### src/rtl/health_round_manager_pkg.sv
// Shared types for the health/round manager: state encodings, attack codes, damage lookup.
package health_pkg;

    typedef enum logic [2:0] {
        StIdle    = 3'b000,
        StFight   = 3'b001,
        StKoP1    = 3'b010,
        StKoP2    = 3'b011,
        StDraw    = 3'b100,
        StMatchP1 = 3'b101,
        StMatchP2 = 3'b110
    } state_e;

    localparam logic [1:0] ATK_NONE  = 2'b00;
    localparam logic [1:0] ATK_LIGHT = 2'b01;
    localparam logic [1:0] ATK_MED   = 2'b10;
    localparam logic [1:0] ATK_HEAVY = 2'b11;

    function automatic int unsigned dmg_lookup(logic [1:0] attack, int unsigned light,
                                               int unsigned med, int unsigned heavy);
        int unsigned d;
        unique case (attack)
            ATK_LIGHT: d = light;
            ATK_MED:   d = med;
            ATK_HEAVY: d = heavy;
            default:   d = 0;
        endcase
        return d;
    endfunction

endpackage

### src/rtl/health_round_manager_if.sv
// Game-side signal bundle of the health/round manager.
// ROUND_TIMER_EN adds tick_1hz and time_left.
interface health_round_manager_if #(
    parameter int unsigned HEALTH_W = 9,
    parameter int unsigned WIN_W    = 2
);
    logic                round_start;
    logic                p1_hit;
    logic                p2_hit;
    logic [1:0]          p1_attack;
    logic [1:0]          p2_attack;
    logic                p1_block;
    logic                p2_block;
    logic [HEALTH_W-1:0] health_1;
    logic [HEALTH_W-1:0] health_2;
    logic [WIN_W-1:0]    wins_1;
    logic [WIN_W-1:0]    wins_2;
    logic [2:0]          state;
    logic                round_over;
`ifdef ROUND_TIMER_EN
    logic                tick_1hz;
    logic [6:0]          time_left;

    modport slave (
        input  round_start, p1_hit, p2_hit, p1_attack, p2_attack, p1_block, p2_block, tick_1hz,
        output health_1, health_2, wins_1, wins_2, state, round_over, time_left
    );
    modport master (
        output round_start, p1_hit, p2_hit, p1_attack, p2_attack, p1_block, p2_block, tick_1hz,
        input  health_1, health_2, wins_1, wins_2, state, round_over, time_left
    );
`else
    modport slave (
        input  round_start, p1_hit, p2_hit, p1_attack, p2_attack, p1_block, p2_block,
        output health_1, health_2, wins_1, wins_2, state, round_over
    );
    modport master (
        output round_start, p1_hit, p2_hit, p1_attack, p2_attack, p1_block, p2_block,
        input  health_1, health_2, wins_1, wins_2, state, round_over
    );
`endif
endinterface

### src/rtl/fighter_health.sv
// One fighter's health register, incoming-hit gate, chip damage and invulnerability window.
module fighter_health
    import health_pkg::*;
#(
    parameter int unsigned HEALTH_W      = 9,
    parameter int unsigned MAX_HEALTH    = 400,
    parameter int unsigned DMG_LIGHT     = 4,
    parameter int unsigned DMG_MED       = 10,
    parameter int unsigned DMG_HEAVY     = 20,
    parameter int unsigned CHIP_SHIFT    = 2,
    parameter int unsigned INVULN_CYCLES = 30
) (
    input  logic                clk,
    input  logic                reset,
    input  logic                reload,
    input  logic                fight,
    input  logic                hit,
    input  logic [1:0]          attack,
    input  logic                block,
    output logic [HEALTH_W-1:0] health,
    output logic [HEALTH_W-1:0] next_health
);
    localparam int unsigned INV_W = (INVULN_CYCLES > 0) ? $clog2(INVULN_CYCLES + 1) : 1;

    logic [HEALTH_W-1:0] health_q;
    logic [HEALTH_W-1:0] dmg;
    logic [INV_W-1:0]    invuln_q;
    logic [INV_W-1:0]    invuln_d;
    logic                accepted;
    int unsigned         raw;

    always_comb begin
        raw = dmg_lookup(attack, DMG_LIGHT, DMG_MED, DMG_HEAVY);
        if (block) begin
            raw = raw >> CHIP_SHIFT;
        end
        dmg      = HEALTH_W'(raw);
        accepted = fight && hit && (attack != ATK_NONE) && (invuln_q == '0);

        next_health = health_q;
        invuln_d    = invuln_q;
        if (invuln_q != '0) begin
            invuln_d = invuln_q - 1'b1;
        end
        if (reload) begin
            next_health = HEALTH_W'(MAX_HEALTH);
            invuln_d    = '0;
        end else if (accepted) begin
            // A zero chip still lands and still grants immunity.
            next_health = (health_q > dmg) ? health_q - dmg : '0;
            invuln_d    = INV_W'(INVULN_CYCLES);
        end
    end

    always_ff @(posedge clk) begin
        if (reset) begin
            health_q <= HEALTH_W'(MAX_HEALTH);
            invuln_q <= '0;
        end else begin
            health_q <= next_health;
            invuln_q <= invuln_d;
        end
    end

    assign health = health_q;

endmodule

### src/rtl/health_round_manager.sv
// Two-fighter health tracker with best-of-N round/match FSM.
// ROUND_TIMER_EN adds a per-round countdown resolved by remaining health.
module health_round_manager
    import health_pkg::*;
#(
    parameter int unsigned HEALTH_W       = 9,
    parameter int unsigned MAX_HEALTH     = 400,
    parameter int unsigned DMG_LIGHT      = 4,
    parameter int unsigned DMG_MED        = 10,
    parameter int unsigned DMG_HEAVY      = 20,
    parameter int unsigned CHIP_SHIFT     = 2,
    parameter int unsigned INVULN_CYCLES  = 30,
    parameter int unsigned KO_HOLD_CYCLES = 120,
    parameter int unsigned WINS_TO_MATCH  = 2,
    parameter int unsigned WIN_W          = 2
`ifdef ROUND_TIMER_EN
    ,
    parameter int unsigned ROUND_SECONDS  = 99
`endif
) (
    input logic                    clk,
    input logic                    reset,
    health_round_manager_if.slave  bus
);
    localparam int unsigned HOLD_W = $clog2(KO_HOLD_CYCLES + 1);
    localparam logic [WIN_W-1:0] WIN_MAX = '1;

    state_e              state_q, state_d;
    logic [HOLD_W-1:0]   hold_q, hold_d;
    logic [WIN_W-1:0]    wins_1_q, wins_1_d, wins_2_q, wins_2_d;
    logic                round_over_q, round_over_d;
    logic                reload, fight;
    logic                p1_wins, p2_wins;
    logic [HEALTH_W-1:0] health_1, health_2, next_1, next_2;
`ifdef ROUND_TIMER_EN
    logic [6:0]          time_q, time_d;
`endif

    assign reload = (state_q == StIdle) && bus.round_start;
    assign fight  = (state_q == StFight);

    fighter_health #(
        .HEALTH_W(HEALTH_W), .MAX_HEALTH(MAX_HEALTH), .DMG_LIGHT(DMG_LIGHT), .DMG_MED(DMG_MED),
        .DMG_HEAVY(DMG_HEAVY), .CHIP_SHIFT(CHIP_SHIFT), .INVULN_CYCLES(INVULN_CYCLES)
    ) u_p1 (
        .clk(clk), .reset(reset), .reload(reload), .fight(fight), .hit(bus.p2_hit),
        .attack(bus.p2_attack), .block(bus.p1_block), .health(health_1), .next_health(next_1)
    );

    fighter_health #(
        .HEALTH_W(HEALTH_W), .MAX_HEALTH(MAX_HEALTH), .DMG_LIGHT(DMG_LIGHT), .DMG_MED(DMG_MED),
        .DMG_HEAVY(DMG_HEAVY), .CHIP_SHIFT(CHIP_SHIFT), .INVULN_CYCLES(INVULN_CYCLES)
    ) u_p2 (
        .clk(clk), .reset(reset), .reload(reload), .fight(fight), .hit(bus.p1_hit),
        .attack(bus.p1_attack), .block(bus.p2_block), .health(health_2), .next_health(next_2)
    );

    always_comb begin
        state_d      = state_q;
        hold_d       = hold_q;
        wins_1_d     = wins_1_q;
        wins_2_d     = wins_2_q;
        round_over_d = 1'b0;
        p1_wins      = (next_2 == '0);
        p2_wins      = (next_1 == '0);
`ifdef ROUND_TIMER_EN
        time_d = time_q;
`endif
        unique case (state_q)
            StIdle: begin
                if (bus.round_start) begin
                    state_d = StFight;
`ifdef ROUND_TIMER_EN
                    time_d  = 7'(ROUND_SECONDS);
`endif
                end
            end
            StFight: begin
`ifdef ROUND_TIMER_EN
                // Timeout only decides the round when no KO landed this cycle.
                if (!p1_wins && !p2_wins && time_q == '0) begin
                    p1_wins = (next_1 >= next_2);
                    p2_wins = (next_2 >= next_1);
                end else if (bus.tick_1hz && time_q != '0) begin
                    time_d = time_q - 1'b1;
                end
`endif
                if (p1_wins || p2_wins) begin
                    round_over_d = 1'b1;
                    hold_d       = '0;
                    if (p1_wins && p2_wins) begin
                        state_d = StDraw;
                    end else if (p1_wins) begin
                        state_d = StKoP1;
                        if (wins_1_q != WIN_MAX) wins_1_d = wins_1_q + 1'b1;
                    end else begin
                        state_d = StKoP2;
                        if (wins_2_q != WIN_MAX) wins_2_d = wins_2_q + 1'b1;
                    end
                end
            end
            StKoP1, StKoP2, StDraw: begin
                if (hold_q == HOLD_W'(KO_HOLD_CYCLES - 1)) begin
                    hold_d = '0;
                    if (int'(wins_1_q) >= int'(WINS_TO_MATCH)) begin
                        state_d = StMatchP1;
                    end else if (int'(wins_2_q) >= int'(WINS_TO_MATCH)) begin
                        state_d = StMatchP2;
                    end else begin
                        state_d = StIdle;
                    end
                end else begin
                    hold_d = hold_q + 1'b1;
                end
            end
            StMatchP1, StMatchP2: ;
            default: state_d = StIdle;
        endcase
    end

    always_ff @(posedge clk) begin
        if (reset) begin
            state_q      <= StIdle;
            hold_q       <= '0;
            wins_1_q     <= '0;
            wins_2_q     <= '0;
            round_over_q <= 1'b0;
`ifdef ROUND_TIMER_EN
            time_q       <= '0;
`endif
        end else begin
            state_q      <= state_d;
            hold_q       <= hold_d;
            wins_1_q     <= wins_1_d;
            wins_2_q     <= wins_2_d;
            round_over_q <= round_over_d;
`ifdef ROUND_TIMER_EN
            time_q       <= time_d;
`endif
        end
    end

    assign bus.health_1   = health_1;
    assign bus.health_2   = health_2;
    assign bus.wins_1     = wins_1_q;
    assign bus.wins_2     = wins_2_q;
    assign bus.state      = state_q;
    assign bus.round_over = round_over_q;
`ifdef ROUND_TIMER_EN
    assign bus.time_left  = time_q;
`endif

endmodule
### src/flat_wrapper.sv
// flat-port wrapper written by rule: the top's interface ports become plain ports
module health_round_manager_flat import health_pkg::*;
#(
    parameter int unsigned HEALTH_W       = 9,
    parameter int unsigned MAX_HEALTH     = 400,
    parameter int unsigned DMG_LIGHT      = 4,
    parameter int unsigned DMG_MED        = 10,
    parameter int unsigned DMG_HEAVY      = 20,
    parameter int unsigned CHIP_SHIFT     = 2,
    parameter int unsigned INVULN_CYCLES  = 30,
    parameter int unsigned KO_HOLD_CYCLES = 120,
    parameter int unsigned WINS_TO_MATCH  = 2,
    parameter int unsigned WIN_W          = 2

)
  (clk, reset, bus_round_start, bus_p1_hit, bus_p2_hit, bus_p1_attack, bus_p2_attack, bus_p1_block, bus_p2_block, bus_health_1, bus_health_2, bus_wins_1, bus_wins_2, bus_state, bus_round_over);
  health_round_manager_if #(.HEALTH_W(HEALTH_W), .WIN_W(WIN_W)) bus_i ();
  input logic clk;
  input logic reset;
  input wire logic [$bits(bus_i.round_start)-1:0] bus_round_start;
  input wire logic [$bits(bus_i.p1_hit)-1:0] bus_p1_hit;
  input wire logic [$bits(bus_i.p2_hit)-1:0] bus_p2_hit;
  input wire logic [$bits(bus_i.p1_attack)-1:0] bus_p1_attack;
  input wire logic [$bits(bus_i.p2_attack)-1:0] bus_p2_attack;
  input wire logic [$bits(bus_i.p1_block)-1:0] bus_p1_block;
  input wire logic [$bits(bus_i.p2_block)-1:0] bus_p2_block;
  output wire logic [$bits(bus_i.health_1)-1:0] bus_health_1;
  output wire logic [$bits(bus_i.health_2)-1:0] bus_health_2;
  output wire logic [$bits(bus_i.wins_1)-1:0] bus_wins_1;
  output wire logic [$bits(bus_i.wins_2)-1:0] bus_wins_2;
  output wire logic [$bits(bus_i.state)-1:0] bus_state;
  output wire logic [$bits(bus_i.round_over)-1:0] bus_round_over;
  assign bus_i.round_start = bus_round_start;
  assign bus_i.p1_hit = bus_p1_hit;
  assign bus_i.p2_hit = bus_p2_hit;
  assign bus_i.p1_attack = bus_p1_attack;
  assign bus_i.p2_attack = bus_p2_attack;
  assign bus_i.p1_block = bus_p1_block;
  assign bus_i.p2_block = bus_p2_block;
  assign bus_health_1 = bus_i.health_1;
  assign bus_health_2 = bus_i.health_2;
  assign bus_wins_1 = bus_i.wins_1;
  assign bus_wins_2 = bus_i.wins_2;
  assign bus_state = bus_i.state;
  assign bus_round_over = bus_i.round_over;
  health_round_manager #(.HEALTH_W(HEALTH_W), .MAX_HEALTH(MAX_HEALTH), .DMG_LIGHT(DMG_LIGHT), .DMG_MED(DMG_MED), .DMG_HEAVY(DMG_HEAVY), .CHIP_SHIFT(CHIP_SHIFT), .INVULN_CYCLES(INVULN_CYCLES), .KO_HOLD_CYCLES(KO_HOLD_CYCLES), .WINS_TO_MATCH(WINS_TO_MATCH), .WIN_W(WIN_W)) u_core (.clk(clk), .reset(reset), .bus(bus_i));
endmodule
### config.mk
export PLATFORM = sky130hd
export DESIGN_NAME = health_round_manager_flat
export DESIGN_NICKNAME = d
export VERILOG_FILES = /design/src/rtl/health_round_manager_pkg.sv /design/src/rtl/health_round_manager_if.sv /design/src/rtl/fighter_health.sv /design/src/rtl/health_round_manager.sv /design/src/flat_wrapper.sv
export SDC_FILE = /design/constraint.sdc
export NUM_CORES = 1
export LEC_CHECK = 0
export ABC_AREA = 0
export CORE_ASPECT_RATIO = 0.75
export CORE_MARGIN = 3
export CORE_UTILIZATION = 39
export CTS_CLUSTER_DIAMETER = 40
export CTS_CLUSTER_SIZE = 10
export DETAILED_ROUTE_END_ITERATION = 10
export HOLD_SLACK_MARGIN = 0.03
export PLACE_DENSITY = 0.66
export SLEW_MARGIN = 10
export SYNTH_ARGS = -nofsm -noshare
export SYNTH_HDL_FRONTEND = slang
export SYNTH_SLANG_ARGS = --single-unit
export TNS_END_PERCENT = 50
### constraint.sdc
create_clock -name clk -period 4.9 [get_ports clk]
set_clock_uncertainty 0.2 [all_clocks]
set_input_delay 0.49 -clock clk [delete_from_list [all_inputs] [get_ports clk]]
set_output_delay 0.49 -clock clk [all_outputs]
set_load 0.02 [all_outputs]
* Word-level counts from Yosys, hierarchy flattened
Cells that the tools add are included.
Cells by class: $add $sub $neg 7, multipliers 0, divide/modulo/power cells 0, $lt $le $gt $ge 4, equal/unequal tests 18, shift-type cells 0, muxes and demuxes 26, bitwise operators 4, reductions and logical operators 31
Operators by type and width (count):
- 2-to-1 mux 9 bit | 8
- one-hot mux 5 bit (3 select lines) | 2
- 2-to-1 mux 5 bit | 4
- greater-than comparator 9 bit | 2
- zero test 9 bit | 2
- 2-to-1 mux 3 bit | 6
- subtractor 9 bit | 2
- 2-to-1 mux 7 bit | 2
- one-hot mux 7 bit (2 select lines) | 1
- one-hot mux 3 bit (4 select lines) | 1
- zero test 5 bit | 2
- AND reduction 5 bit | 2
- nonzero test 2 bit | 5
- nonzero test 5 bit | 2
- subtractor 5 x 1 -> 5 bit (second input constant) | 2
- == test 3 bit (second input constant) | 3
- OR reduction 3 bit | 3
- == test 2 bit (second input constant) | 4
- logical AND 1 bit | 8
- adder 7 x 1 -> 7 bit (second input constant) | 1
- == test 7 bit (second input constant) | 1
- == test 3 x 2 -> 1 bit (second input constant) | 2
- inequality test 2 bit (second input constant) | 3
- OR reduction 2 bit | 3
- 11 further kinds | 19
Word-level totals: register bits after elaboration 43, latch bits 0, bits in writable memories 0, ROM bits 0, memories kept 0

* Logic depth before layout (Yosys ltp)
depth after elaboration 12, mapped depth 12, mapped depth without buffers 12

* Cells and area by module
From an unflattened synthesis, not the netlist that was laid out.
Second synthesis, totals: cell total of the unflattened synthesis 363, area total of the unflattened synthesis 2970.3 um^2
By module, submodules not included:
- health_round_manager | times used 1, cells each 123, area an instance 1006.0 um^2, sequential area each 300.3 um^2
- fighter_health at u_core.u_p2 | times used 1, cells each 122, area an instance 1003.5 um^2, sequential area each 280.3 um^2
- fighter_health at u_core.u_p1 | times used 1, cells each 118, area an instance 960.9 um^2, sequential area each 280.3 um^2

* Worst setup path after synthesis
OpenSTA, ideal clock, no wires.
kind register to register, from register u_core.u_p2.invuln_q[0], to register u_core.wins_1_q[0], in the netlist u_core.bus.wins_1[0], library setup time 0.121 ns, arrival time 3.248 ns, path slack 1.332 ns, stages on the path, launching flop included 13, buffers on the path 2, clock period less this slack 3.568 ns, cells stage by stage dfxtp_1 inv_1 ha_1 or4b_2 clkbuf_1 or3_1 clkbuf_1 nor4_4 xnor2_1 nand4b_1 a21oi_1 nor4b_2 mux2_2
Between the ends: longest elaborated chain between the ends 8, elaborated cells between the ends (all ways) 9, classes of those cells 2 x mux; 1 x bitwise; 6 x reduce/logical
Ends and longest elaborated chain:
- from (decl) | RTL line fighter_health.sv:27 | logic [INV_W-1:0] invuln_q;
- from (signal assigned) | RTL line fighter_health.sv:61 | invuln_q <= invuln_d;
- zero test 5 bit (*) | RTL line fighter_health.sv:38 | accepted = fight && hit && (attack != ATK_NONE) && (invuln_q == '0);
- logical AND 1 bit (*) | RTL line fighter_health.sv:38
- 2-to-1 mux 9 bit (*) | RTL line fighter_health.sv:48 | end else if (accepted) begin
- 2-to-1 mux 9 bit (*) | RTL line fighter_health.sv:45 | if (reload) begin
- zero test 9 bit (*) | RTL line health_round_manager.sv:64 | p1_wins = (next_2 == '0);
- logical AND 1 bit | RTL line health_round_manager.sv:91 | if (p1_wins && p2_wins) begin
- inverter 1 bit (no line)
- AND reduction 5 bit (no line) (*)
- to (signal assigned) | RTL line health_round_manager.sv:134 | wins_1_q <= wins_1_d;
- to (decl) | RTL line health_round_manager.sv:30 | logic [WIN_W-1:0] wins_1_q, wins_1_d, wins_2_q, wins_2_d;
Every way passes the cells marked *; elsewhere a longest branch is shown, timed or not. A chain may end at the register's enable or synchronous reset.

* Worst setup path after layout
from register u_core.u_p2.invuln_q[0], to register u_core.wins_1_q[1], in the netlist u_core.bus.wins_1[1]
The elaborated chain is that of the path after synthesis.

==> metrics <==
outcome=complete, no violations; core area=just under 7000 um2; clock insertion delay at the later pin of the skew report=about 0.3 ns; HP Class=reg -> reg; cell family contributing the most delay on the critical path=simple AND/OR/NAND/NOR gates; Arrival @ worst endpoint=4.11 ns; Critical Path Max Stage Delay=0.70 ns; setup TNS after final layout=0 ns; endpoint type of the worst setup path=flop; wire length of the first global-routing pass=11700 um; design area=3420 um2; synthesized area per cell=7.79 um2; post-detailed-route via-to-cell ratio=5.51; internal power summed over all cells=approximately 800 uW; post-CTS setup buffer count=0; Critical-path top delay cell=sky130_fd_sc_hd__or4b_2; global route total overflow=0; Hold Vio Cnt, Final=0; number of nets still failing antenna checks after routing=0; Placement Setup Slack=0.625 ns; largest vdd supply drop=0.178 mV; Hold Startpoint=u_core.u_p2.invuln_q[4]; die width=105 um; total number of placement rows=26; largest net degree at the start of global routing=24; Clock Root Buffer=sky130_fd_sc_hd__clkbuf_8; Cells after DPL=487; static leakage=roughly 1.2 nW; Worst slew margin=55.1%; Max Clock Freq=242 MHz; wirelength, routed=6840 um; Crit Reg-Reg Startpoint=u_core.u_p2.invuln_q[0]; final slew viol count=0; sequential share of the synthesized area=30.0%; number of antenna violations at the first check in global routing=0; Synth Warn #=0; TritonCTS Sinks=43; Setup crit start kind=flop; Hold-fix buffers, CTS=0; instance count of the mapped netlist=369; TritonCTS clock tree=yes; fraction of power consumed by the clock network=22.1%; area enclosed by the die boundary=8440 um2; minimum clock period after layout=4.13 ns; Post-Place Cell Area=3300 um2; area taken by flip-flops and latches=861 um2; TritonRoute pass-1 iters=4; vias=about 2.7k; register-to-register path setup slack=0.77 ns; number of buffers created by CTS=5; vias in the first global route=2494; net count of the finished layout=426; maximum capacitance violations=0; number of design rule violations left after detail routing=0; non-filler cells, final=495; required time of the critical path=slightly below 5 ns; Final Worst Setup Slack=a little under 0.8 ns; Placer Congestion=approximately 0.84; total area of multi-input combinational cells=between 1500 and 2000 um2; average wire per cell in the routed design=13.8 um; ordered list of cells on the worst path=inv_1, ha_1, or4b_2, or3_1, o41ai_1, nand4b_1, a21oi_1, nor4b_2, mux2_2; proportion of total power due to net switching=39.2%; vertical die dimension=80.3 um; top-level I/O count=37; fraction of layout cells with a size suffix above 1=under 10%; Least-Margin Pin Slew=0.668 ns; number of cells on the worst reg-to-reg path=9; worst hold path stage count=2; CP Class=reg -> reg; power density normalized to cell area=approximately 390 nW/um2; sequential share of power=35.5%; starting utilization of the core area=41.3%; number of fill cells=708; DR iter-0 viols=137; final setup vio count=0; commonest cells after routing, fill and taps aside=sky130_fd_sc_hd__nor2_1 (47), sky130_fd_sc_hd__dfxtp_1 (43), sky130_fd_sc_hd__clkdlybuf4s50_1 (36); Hold Crit Endpoint=u_core.u_p2.invuln_q[4]; detailed placement HPWL=5070 um; Synth Cell Area=2870 um2; switching power of the nets=518 uW; total of flip-flops plus latches after synthesis=43; most common cell after layout, fill and taps aside=sky130_fd_sc_hd__nor2_1; Tcrit/Tclk final=84.3%; RSZ-0062 raised after global routing=false; count of buffers inserted at the top-level ports=36; Resized Gates After CTS=0; Post-synth EDFFs=0; number of distinct library cell variants in the gate-level netlist after synthesis=56; number of diodes=0; Synth Net Count=399; Clock Tree Buf Depth=2; endpoint of the most critical register-to-register path=u_core.bus.wins_1[1]; clock slew at the register clock pins of the worst setup and hold paths=0.09 ns; critical-path maximum fanout=17; H-tree depth=2; share of flip-flops with an asynchronous set or reset after synthesis=0%; dominant register cell in the synthesized netlist=sky130_fd_sc_hd__dfxtp_1; buffering stage count on the worst path with inverters included=1; global-route usage over all layers=about 17%; post-synthesis to final-layout area growth=19.0%; Logic pwr share=42.4%
## stage by stage
stage / util [%] / power, mW / hold WS, ns
after floorplan: - / 0.891 / 0.231
after global placement: 47.4 / 1.02 / 0.244
after detailed placement: 47.4 / 1.03 / 0.246
after CTS: 49.1 / 1.33 / 0.259
after global routing: 49.1 / 1.43 / 0.289
final: 49.1 / 1.32 / 0.255
## area by class of cell
type                       count  share of cell area (%)
inverter                      19                    2.09
clock buffer                   6                    2.41
tap                           98                    3.59
sequential                    43                    25.2
multi-input combinational    289                    54.7
clock inverter                 2                    1.02
timing repair buffer          38                    11.0
## worst max-delay path by stage
stage                                       start              endpoint  depth (start not counted)  slack (ns)
after floorplan           u_core.u_p2.invuln_q[0]  u_core.bus.wins_1[0]                         12        1.33
after global placement           bus_p2_attack[0]      u_core.hold_q[3]                         12        0.69
after detailed placement         bus_p2_attack[0]  u_core.bus.wins_1[1]                         12        0.63
after CTS                 u_core.u_p2.invuln_q[0]  u_core.bus.wins_1[1]                          9        0.79
after global routing             bus_p2_attack[0]  u_core.bus.wins_2[1]                         12        0.53
final                     u_core.u_p2.invuln_q[0]  u_core.bus.wins_1[1]                          9        0.77
## Yosys cell counts (all sizes together), types with 4 or more instances
master,count,share of area (%)
ha,17,7.4
clkbuf,17,2.2
dfxtp,43,30
nor3b,4,1.0
nand2,26,3.4
nor4,6,1.8
inv,19,2.5
and2,6,1.3
mux2,6,2.4
nand3,9,1.6
or3,9,2.0
a21o,5,1.3
nor3,17,3.1
nor2,47,6.1
nand2b,6,1.3
o21ai,24,4.2
xor2,6,1.8
a22oi,4,1.0
a211oi,9,2.4
a31oi,8,1.7
nor2b,5,1.1
a21oi,23,4.0
## tightest hold or removal path, cell delays in order (launching register included)
cell and delay, ns:
sky130_fd_sc_hd__dfxtp_1 0.31, sky130_fd_sc_hd__nand2_1 0.05, sky130_fd_sc_hd__a21oi_1 0.05
## cell families (layout without fill, tap and decap cells)
group           count (synthesis)  in the layout  synth area share [%]
simple gates                  154            154                  28.2
compound gates                 98             98                  22.0
flops                          43             43                  30.0
buf+inv                        37             65                  4.88
fa+ha+maj                      19             19                  8.80
xor+xnor                        9              9                  2.74
mux                             9              9                  3.40
## per-layer routing
layer  GRT usage [%]  up-vias  routed length [um]
met2            26.1       69                2880
met5               0        -                   0
met1            23.2     1262                3500
met4            4.33        0                  72
li1                -     1389                   -
met3            3.53        8                 383
## registers in the layout (all words and copies together) (netlist names)
name and count:
u_core.bus.round_over 1, u_core.bus.state 3, u_core.bus.wins_1 2, u_core.bus.wins_2 2, u_core.hold_q 7, u_core.u_p1.health 9
u_core.u_p1.invuln_q 5, u_core.u_p2.health 9, u_core.u_p2.invuln_q 5
## power by group through the flow
stage | Combinational [mW] | Clock [mW] | Sequential, mW
2_1_floorplan | 0.425 | 0 | 0.466
3_3_place_gp | 0.549 | 0 | 0.474
3_5_place_dp | 0.557 | 0 | 0.475
4_1_cts | 0.559 | 0.303 | 0.468
5_1_grt | 0.632 | 0.318 | 0.481
6_report | 0.560 | 0.292 | 0.469
(Power assumes the default switching activity.)
